[config.mk]
export PLATFORM = sky130hd
export DESIGN_NAME = vga_timing_gen
export DESIGN_NICKNAME = d
export VERILOG_FILES = /design/src/rtl/vga_timing_pkg.sv /design/src/rtl/vga_axis_counter.sv /design/src/rtl/vga_timing_gen.sv
export SDC_FILE = /design/constraint.sdc
export NUM_CORES = 1
export LEC_CHECK = 0
export CAP_MARGIN = 30
export CORE_ASPECT_RATIO = 0.5
export CORE_UTILIZATION = 55
export DETAILED_ROUTE_END_ITERATION = 8
export PLACE_DENSITY = 0.91
export SETUP_SLACK_MARGIN = 0.2
export SKIP_CTS_REPAIR_TIMING = 1
export SYNTH_ARGS = -nofsm -noshare
export SYNTH_HDL_FRONTEND = slang
export SYNTH_HIERARCHICAL = 1
export SYNTH_SLANG_ARGS = --single-unit
export TNS_END_PERCENT = 20
[constraint.sdc]
create_clock -name vga_clk -period 2.75 [get_ports vga_clk]
set_input_delay 0.825 -clock vga_clk [delete_from_list [all_inputs] [get_ports vga_clk]]
set_output_delay 0.825 -clock vga_clk [all_outputs]
set_load 0.03 [all_outputs]
[src/rtl/vga_timing_pkg.sv]
// vga_timing_pkg: default 640x480@60 raster constants and colour-bar table.
// Shared by vga_timing_gen and vga_axis_counter.
package vga_timing_pkg;

  localparam int DEF_H_ACTIVE = 640;
  localparam int DEF_H_FRONT  = 16;
  localparam int DEF_H_SYNC   = 96;
  localparam int DEF_H_BACK   = 48;
  localparam int DEF_V_ACTIVE = 480;
  localparam int DEF_V_FRONT  = 10;
  localparam int DEF_V_SYNC   = 2;
  localparam int DEF_V_BACK   = 33;

  localparam int DEF_H_TOTAL =
    DEF_H_ACTIVE + DEF_H_FRONT + DEF_H_SYNC + DEF_H_BACK;
  localparam int DEF_V_TOTAL =
    DEF_V_ACTIVE + DEF_V_FRONT + DEF_V_SYNC + DEF_V_BACK;

  localparam int N_BARS = 8;

  localparam logic [23:0] COL_WHITE   = 24'hFFFFFF;
  localparam logic [23:0] COL_YELLOW  = 24'hFFFF00;
  localparam logic [23:0] COL_CYAN    = 24'h00FFFF;
  localparam logic [23:0] COL_GREEN   = 24'h00FF00;
  localparam logic [23:0] COL_MAGENTA = 24'hFF00FF;
  localparam logic [23:0] COL_RED     = 24'hFF0000;
  localparam logic [23:0] COL_BLUE    = 24'h0000FF;
  localparam logic [23:0] COL_BLACK   = 24'h000000;

  function automatic logic [23:0] bar_colour(input logic [2:0] idx);
    logic [23:0] c;
    unique case (idx)
      3'd0: c = COL_WHITE;
      3'd1: c = COL_YELLOW;
      3'd2: c = COL_CYAN;
      3'd3: c = COL_GREEN;
      3'd4: c = COL_MAGENTA;
      3'd5: c = COL_RED;
      3'd6: c = COL_BLUE;
      3'd7: c = COL_BLACK;
    endcase
    return c;
  endfunction

endpackage

[src/rtl/vga_axis_counter.sv]
// vga_axis_counter: one raster axis -- position counter, wrap,
// sync/active decode and active-relative coordinate.
module vga_axis_counter
  import vga_timing_pkg::*;
#(
  parameter int ACTIVE = DEF_H_ACTIVE,
  parameter int FRONT  = DEF_H_FRONT,
  parameter int SYNC   = DEF_H_SYNC,
  parameter int BACK   = DEF_H_BACK,
  parameter int W      = 10
) (
  input  logic         clk,
  input  logic         rst_n,
  input  logic         adv,
  output logic         wrap,
  output logic         in_sync,
  output logic         active,
  output logic         first,
  output logic [W-1:0] coord
);

  localparam int TOTAL = ACTIVE + FRONT + SYNC + BACK;
  localparam int A_LO  = SYNC + BACK;
  localparam int A_HI  = TOTAL - FRONT;

  localparam logic [W-1:0] LAST  = W'(TOTAL - 1);
  localparam logic [W-1:0] S_END = W'(SYNC);
  localparam logic [W-1:0] LO    = W'(A_LO);
  localparam logic [W-1:0] HI    = W'(A_HI);
  localparam logic [W-1:0] OUTS  = W'(ACTIVE);

  logic [W-1:0] cnt_q;
  logic [W-1:0] cnt_d;

  assign wrap    = (cnt_q == LAST);
  assign in_sync = (cnt_q < S_END);
  assign active  = (cnt_q >= LO) && (cnt_q < HI);
  assign first   = (cnt_q == LO);
  assign coord   = active ? (cnt_q - LO) : OUTS;

  // advance on request, wrapping at the end of the axis
  always_comb begin
    cnt_d = cnt_q;
    if (adv) begin
      cnt_d = wrap ? '0 : cnt_q + 1'b1;
    end
  end

  // position register
  always_ff @(posedge clk or negedge rst_n) begin
    if (!rst_n) cnt_q <= '0;
    else        cnt_q <= cnt_d;
  end

endmodule

[src/rtl/vga_timing_gen.sv]
// vga_timing_gen: parametrised VGA raster timing with pixel-enable stall.
// Optional colour-bar output rgb_pat under macro VGA_TIMING_PATTERN_EN.
module vga_timing_gen
  import vga_timing_pkg::*;
#(
  parameter int   H_ACTIVE = DEF_H_ACTIVE,
  parameter int   H_FRONT  = DEF_H_FRONT,
  parameter int   H_SYNC   = DEF_H_SYNC,
  parameter int   H_BACK   = DEF_H_BACK,
  parameter int   V_ACTIVE = DEF_V_ACTIVE,
  parameter int   V_FRONT  = DEF_V_FRONT,
  parameter int   V_SYNC   = DEF_V_SYNC,
  parameter int   V_BACK   = DEF_V_BACK,
  parameter logic HS_POL   = 1'b0,
  parameter logic VS_POL   = 1'b0,
  parameter int   FCNT_W   = 16,
  localparam int  H_TOTAL  = H_ACTIVE + H_FRONT + H_SYNC + H_BACK,
  localparam int  V_TOTAL  = V_ACTIVE + V_FRONT + V_SYNC + V_BACK,
  localparam int  XW       = $clog2(H_TOTAL),
  localparam int  YW       = $clog2(V_TOTAL)
) (
  input  logic              vga_clk,
  input  logic              reset_n,
  input  logic              pix_en,
  output logic              HS,
  output logic              VS,
  output logic              BLANK_n,
  output logic [XW-1:0]     CoorX,
  output logic [YW-1:0]     CoorY,
  output logic              sol,
  output logic              sof,
  output logic [FCNT_W-1:0] frame_cnt
`ifdef VGA_TIMING_PATTERN_EN
  ,
  output logic [23:0]       rgb_pat
`endif
);

  logic          h_wrap, h_sync, h_act, h_first;
  logic          v_wrap, v_sync, v_act, v_first;
  logic [XW-1:0] h_coord;
  logic [YW-1:0] v_coord;

  vga_axis_counter #(
    .ACTIVE(H_ACTIVE), .FRONT(H_FRONT),
    .SYNC(H_SYNC), .BACK(H_BACK), .W(XW)
  ) u_h (
    .clk(vga_clk), .rst_n(reset_n), .adv(pix_en),
    .wrap(h_wrap), .in_sync(h_sync), .active(h_act),
    .first(h_first), .coord(h_coord)
  );

  vga_axis_counter #(
    .ACTIVE(V_ACTIVE), .FRONT(V_FRONT),
    .SYNC(V_SYNC), .BACK(V_BACK), .W(YW)
  ) u_v (
    .clk(vga_clk), .rst_n(reset_n), .adv(pix_en & h_wrap),
    .wrap(v_wrap), .in_sync(v_sync), .active(v_act),
    .first(v_first), .coord(v_coord)
  );

  logic              hs_q, hs_d, vs_q, vs_d;
  logic              blank_q, blank_d;
  logic [XW-1:0]     x_q, x_d;
  logic [YW-1:0]     y_q, y_d;
  logic              sol_q, sol_d, sof_q, sof_d;
  logic [FCNT_W-1:0] fcnt_q, fcnt_d;

  // register outputs from the current position; hold on stall
  always_comb begin
    hs_d    = hs_q;
    vs_d    = vs_q;
    blank_d = blank_q;
    x_d     = x_q;
    y_d     = y_q;
    sol_d   = 1'b0;
    sof_d   = 1'b0;
    fcnt_d  = fcnt_q;
    if (pix_en) begin
      hs_d    = h_sync ? HS_POL : ~HS_POL;
      vs_d    = v_sync ? VS_POL : ~VS_POL;
      blank_d = h_act & v_act;
      x_d     = h_coord;
      y_d     = v_coord;
      sol_d   = h_first & v_act;
      sof_d   = h_first & v_first;
      if (h_wrap && v_wrap) fcnt_d = fcnt_q + 1'b1;
    end
  end

  // output and frame-count registers
  always_ff @(posedge vga_clk or negedge reset_n) begin
    if (!reset_n) begin
      hs_q    <= ~HS_POL;
      vs_q    <= ~VS_POL;
      blank_q <= 1'b0;
      x_q     <= XW'(H_ACTIVE);
      y_q     <= YW'(V_ACTIVE);
      sol_q   <= 1'b0;
      sof_q   <= 1'b0;
      fcnt_q  <= '0;
    end else begin
      hs_q    <= hs_d;
      vs_q    <= vs_d;
      blank_q <= blank_d;
      x_q     <= x_d;
      y_q     <= y_d;
      sol_q   <= sol_d;
      sof_q   <= sof_d;
      fcnt_q  <= fcnt_d;
    end
  end

  assign HS        = hs_q;
  assign VS        = vs_q;
  assign BLANK_n   = blank_q;
  assign CoorX     = x_q;
  assign CoorY     = y_q;
  assign sol       = sol_q;
  assign sof       = sof_q;
  assign frame_cnt = fcnt_q;

`ifdef VGA_TIMING_PATTERN_EN
  localparam int BAR_W = H_ACTIVE / N_BARS;

  logic [23:0] rgb_q, rgb_d;
  logic [2:0]  bar_idx;

  assign bar_idx = 3'(h_coord / XW'(BAR_W));

  // colour bars follow the blanking timing exactly
  always_comb begin
    rgb_d = rgb_q;
    if (pix_en) begin
      rgb_d = (h_act & v_act) ? bar_colour(bar_idx) : 24'h0;
    end
  end

  // pattern register
  always_ff @(posedge vga_clk or negedge reset_n) begin
    if (!reset_n) rgb_q <= 24'h0;
    else          rgb_q <= rgb_d;
  end

  assign rgb_pat = rgb_q;
`endif

endmodule
# After elaboration in Yosys (flattened, before gate mapping)
# Cells that the tools add are included.
# totals
ff_bits,61
# op_classes
n_addsub,5
order_cmp,6
eq_ne,4
muxes,8
bitwise_logic,4
n_reduce_logical,4
# ops
operator,n
2-to-1 mux 10 bit,4
"adder 10 x 1 -> 10 bit, second input constant",2
"equality test 10 bit, second input constant",2
"less-than comparator 10 bit, second input constant",2
"adder 16 x 1 -> 16 bit, second input constant",1
"equality test 10 x 6 -> 1 bit, second input constant",1
"equality test 10 x 8 -> 1 bit, second input constant",1
"greater-or-equal comparator 10 x 6 -> 1 bit, second input constant",1
"greater-or-equal comparator 10 x 8 -> 1 bit, second input constant",1
"less-than comparator 10 x 2 -> 1 bit, second input constant",1
"less-than comparator 10 x 7 -> 1 bit, second input constant",1
"subtractor 10 x 6 -> 10 bit, second input constant",1
"subtractor 10 x 8 -> 10 bit, second input constant",1
bitwise AND 1 bit,4
2-to-1 mux 1 bit,4
logical AND 1 bit,3
AND reduction 2 bit,1

# Depth between registers and ports, before layout
# logic_depth
ltp_word,4
ltp_mapped,9

# Cells and area by module
# The synthesis kept the hierarchy.
# by_module_without_submodules
mod,instances,cells_each,area_each_um2
vga_timing_gen,1,118,1637.8
vga_axis_counter at u_h,1,101,867.1
vga_axis_counter at u_v,1,100,843.3

# Worst setup path before layout
# No wires, ideal clock.
# synth_path
path_type,register -> register
from,register u_h.cnt_q[5]
to,register u_v.cnt_q[9]
setup_ns,0.077
arrival_ns,2.406
required_time_ns,2.673
path_slack_ns,0.266
path_stages_with_launch,9
path_buffers,0
synth_period_minus_slack_ns,2.484
cell_sequence,dfrtp_1 > inv_1 > ha_1 > or2b_2 > nor4_2 > and2_1 > nand4_2 > or4_1 > a21oi_1
# synth_via
elab_chain_cells,2
# synth_rtl
element,line,rtl
start: declaration,vga_axis_counter.sv:32,logic [W-1:0] cnt_q;
start signal: assignment,vga_axis_counter.sv:52,else cnt_q <= cnt_d;
equality test 10 bit,vga_axis_counter.sv:35,assign wrap = (cnt_q == LAST);
net h_wrap,vga_timing_gen.sv:39,"logic h_wrap, h_sync, h_act, h_first;"
bitwise AND 1 bit,vga_timing_gen.sv:57,".clk(vga_clk), .rst_n(reset_n), .adv(pix_en & h_wrap),"
end signal: assignment,vga_axis_counter.sv:52,
end: declaration,vga_axis_counter.sv:32,
# The timed path passes the listed nets, and every way through them passes these cells.
# A chain may end at the register's enable or synchronous reset.

# Worst setup path in the final report
# layout_path
from,register u_h.cnt_q[0]
to,"register fcnt_q[15], in the netlist frame_cnt[15]"
# layout_via
elab_chain_cells,3
# layout_rtl
element,line,rtl
equality test 10 bit,vga_axis_counter.sv:35,
net h_wrap,vga_timing_gen.sv:39,
logical AND 1 bit,vga_timing_gen.sv:87,if (h_wrap && v_wrap) fcnt_d = fcnt_q + 1'b1;
AND reduction 2 bit (no source line),n/a,
end signal: assignment,vga_timing_gen.sv:110,fcnt_q <= fcnt_d;
end: declaration,vga_timing_gen.sv:67,"logic [FCNT_W-1:0] fcnt_q, fcnt_d;"
# The timed path passes the listed nets, and every way through them passes these cells.

==> run_results.csv <==
group,metric,value,unit
yosys,seq_area_frac_synth,45.9,%
floorplan,dieArea,6420,um2
yosys,synth_ff_type,"dfrtp_1",
sta,hold-worst-slack,0.490,ns
worst_setup_path,rr_startpoint,"u_h/cnt_q[0]$_DFFE_PN0P_",
cells_and_area,diodes,0,
cells_and_area,fin_area,4200,um2
sta,finClkSkew,0.0149,ns
yosys,syn_area,3350,um2
yosys,synthArstFlopShare,100,%
global_routing,grt_pass1_vias,2850,
sta,rsz0062_at_grt,"no",
worst_setup_path,arrival,2.65,ns
worst_hold_path,hp-start,"VS$_DFFE_PN1P_",
placement,placed_area,3820,um2
global_routing,grt_pass1_wl,14600,um
sta,fin_crit_sh,88.5,%
worst_setup_path,worstSetupStartpoint,"u_h/cnt_q[0]$_DFFE_PN0P_",
sta,relSlewSlack,51.9,%
floorplan,rows,19,
floorplan,die_x,112,um
routing,first_pass_iters,5,
yosys,synth_cell_types,63,
sta,setup_violations,0,
routing,ant_nets,0,
routing,drtIter0Drc,355,
sta,setup_ws,0.316,ns
clocking,clk_path_buf_depth,2,
floorplan,ios,44,
sta,fin_setup_tns,0,ns
clocking,clkTransAtPathRegs,0.07,ns
yosys,synth-seq-cells,61,
clocking,root_buffer,"clkbuf_16",
sta,slew_violations,0,
yosys,synth.net_count,330,
clocking,clk_latency,0.34,ns
yosys,synth_edf_count,0,
clocking,cts_max_level,3,
cells_and_area,drive_above_1_share,19.7,%
routing,route.detailed.drc,0,
global_routing,antenna_found_initial,0,
worst_setup_path,crit_type,"reg -> reg",
global_routing,grt_use_total,30.3,%
worst_hold_path,min_path_type,"reg -> reg",
sta,tightest_slew,0.722,ns
sta,hold_viol_final,0,
worst_setup_path,cp-start-kind,"flop",
routing,post_drt_wl_per_cell,21.7,um
worst_setup_path,path_max_fanout,6,
yosys,netlist_instances,319,
placement,globalplace.congestion,0.855,
routing,routed_wl,9620,um
cells_and_area,syn_to_final_growth,25.3,%
flow_run,drv_cap,0,
outcome,outcome,"completed",
clocking,clkSinkCount,61,
sta,final.min_clock_period,2.43,ns
floorplan,initial_utilization,58.9,%
floorplan,die_y,57.2,um
global_routing,grt_max_degree,35,
worst_setup_path,worstPathRequired,2.97,ns
power_and_ir_drop,p_leak,1.85,nW
yosys,synth_warnings,6,
placement,place_hpwl,5500,um
routing,avgViaCountPerCell,6.60,
placement,dp_worst_setup_slack,0.210,ns
global_routing,grt-ovfl-total,0,
sta,max_freq,411,MHz
cells_and_area,nets,377,
routing,vias,2931,
clocking,cts_buffers,9,
placement,numPortBuffers,43,
floorplan,core,5680,um2
power_and_ir_drop,ir_worst_vdd,0.423,mV
clocking,cts_tree,"yes",
power_and_ir_drop,finalPower,3.20,mW
worst_setup_path,crit_path_end_kind,"flop",
yosys,avgSynthCellArea,10.5,um2
power_and_ir_drop,powerDensity,763,nW/um2
kinds of logic after synthesis:
| group | Yosys count | synth area share, % |
|---|---|---|
| and+or+nand+nor | 107 | 18.7 |
| buffers and inverters | 32 | 5.08 |
| DFF | 61 | 45.9 |
| xor gates and xnor gates | 28 | 7.32 |
| muxes | 23 | 7.66 |
| adders and majority gates | 8 | 2.99 |
| AOI/OAI and AO/OA | 60 | 12.4 |
layer usage:
layer  track usage (%)  routed length (um)  vias to the layer above
met3              8.93                 766                       52
met5                 0                   0                        -
met2              51.2                4510                      191
met1              36.7                3900                     1448
li1                  -                   -                     1240
met4              14.3                 444                        0
final timing paths:
kind                                        endpoint  slack [ns]  cells after the start
setup / recovery           frame_cnt[15]$_DFFE_PN0P_        0.32                      8
hold / removal                        VS$_DFFE_PN1P_        0.49                      2
setup reg to reg           frame_cnt[15]$_DFFE_PN0P_        0.32                      8
hold reg to reg                       VS$_DFFE_PN1P_        0.49                      2
max in group asynchronous       CoorY[7]$_DFFE_PN1P_        1.52                      2
min in group asynchronous       CoorX[3]$_DFFE_PN0P_        0.51                      1
worst max-delay path: stages (launching register included):
cell and delay, ns:
dfrtp_1 0.48, ha_1 0.27, nand3_1 0.15, nor4_4 0.33
buf_4 0.20, nand3_4 0.12, nor4_4 0.42, nand4_1 0.17
xnor2_1 0.15
cells in the final DEF, fill, tap and decap left out, drive strengths merged, types with 11 or more instances in the layout:
master | netlist | layout
mux2 | 21 | 21
clkdlybuf4s50 | 0 | 42
xnor2 | 18 | 18
dfrtp | 53 | 53
buf | 11 | 13
a21oi | 15 | 15
nor3 | 11 | 11
nand2 | 28 | 28
nand3 | 13 | 13
inv | 13 | 13
clkbuf | 8 | 12
o21ai | 13 | 13
power breakdown:
part           internal, mW  switching [mW]
registers              1.01           0.107
clock network         0.840           0.423
logic                 0.336           0.491
total                  2.18            1.02
cell type report:
cell class | count | area [um2]
clock buffers | 12 | 256
clock inverters | 4 | 70.1
fillers | 336 | 1490
inverters | 13 | 48.8
multi-input cells | 226 | 1670
flip-flops and latches | 61 | 1540
well taps | 73 | 91.3
repair buffers | 55 | 528
Yosys cell counts (all sizes together) (5+ instances only):
| master | instances | area [um2] |
|---|---|---|
| a211oi | 5 | 37.5 |
| a21oi | 15 | 78.8 |
| and3 | 5 | 31.3 |
| buf | 11 | 61.3 |
| clkbuf | 8 | 60.1 |
| dfrtp | 53 | 1330 |
| dfstp | 8 | 210 |
| ha | 8 | 100 |
| inv | 13 | 48.8 |
| mux2 | 21 | 236 |
| nand2 | 28 | 105 |
| nand2b | 6 | 37.5 |
| nand3 | 13 | 70.1 |
| nand4 | 9 | 68.8 |
| nor2 | 10 | 37.5 |
| nor3 | 11 | 60.1 |
| o21ai | 13 | 65.1 |
| or3 | 5 | 37.5 |
| xnor2 | 18 | 158 |
| xor2 | 10 | 87.6 |
stage by stage:
stage | std cells | util, %
CTS | 441 | 73.0
floorplan | 319 | -
global route | 444 | 73.9
finish | 444 | 73.9
global placement | 425 | 67.3
detailed placement | 425 | 67.3
flip-flops by register name, summed over array words and instances (netlist names):
signal / count
sof: 1
u_h/cnt_q: 10
CoorY: 10
VS: 1
CoorX: 10
sol: 1
BLANK_n: 1
frame_cnt: 16
HS: 1
u_v/cnt_q: 10
(Power assumes the default switching activity.)
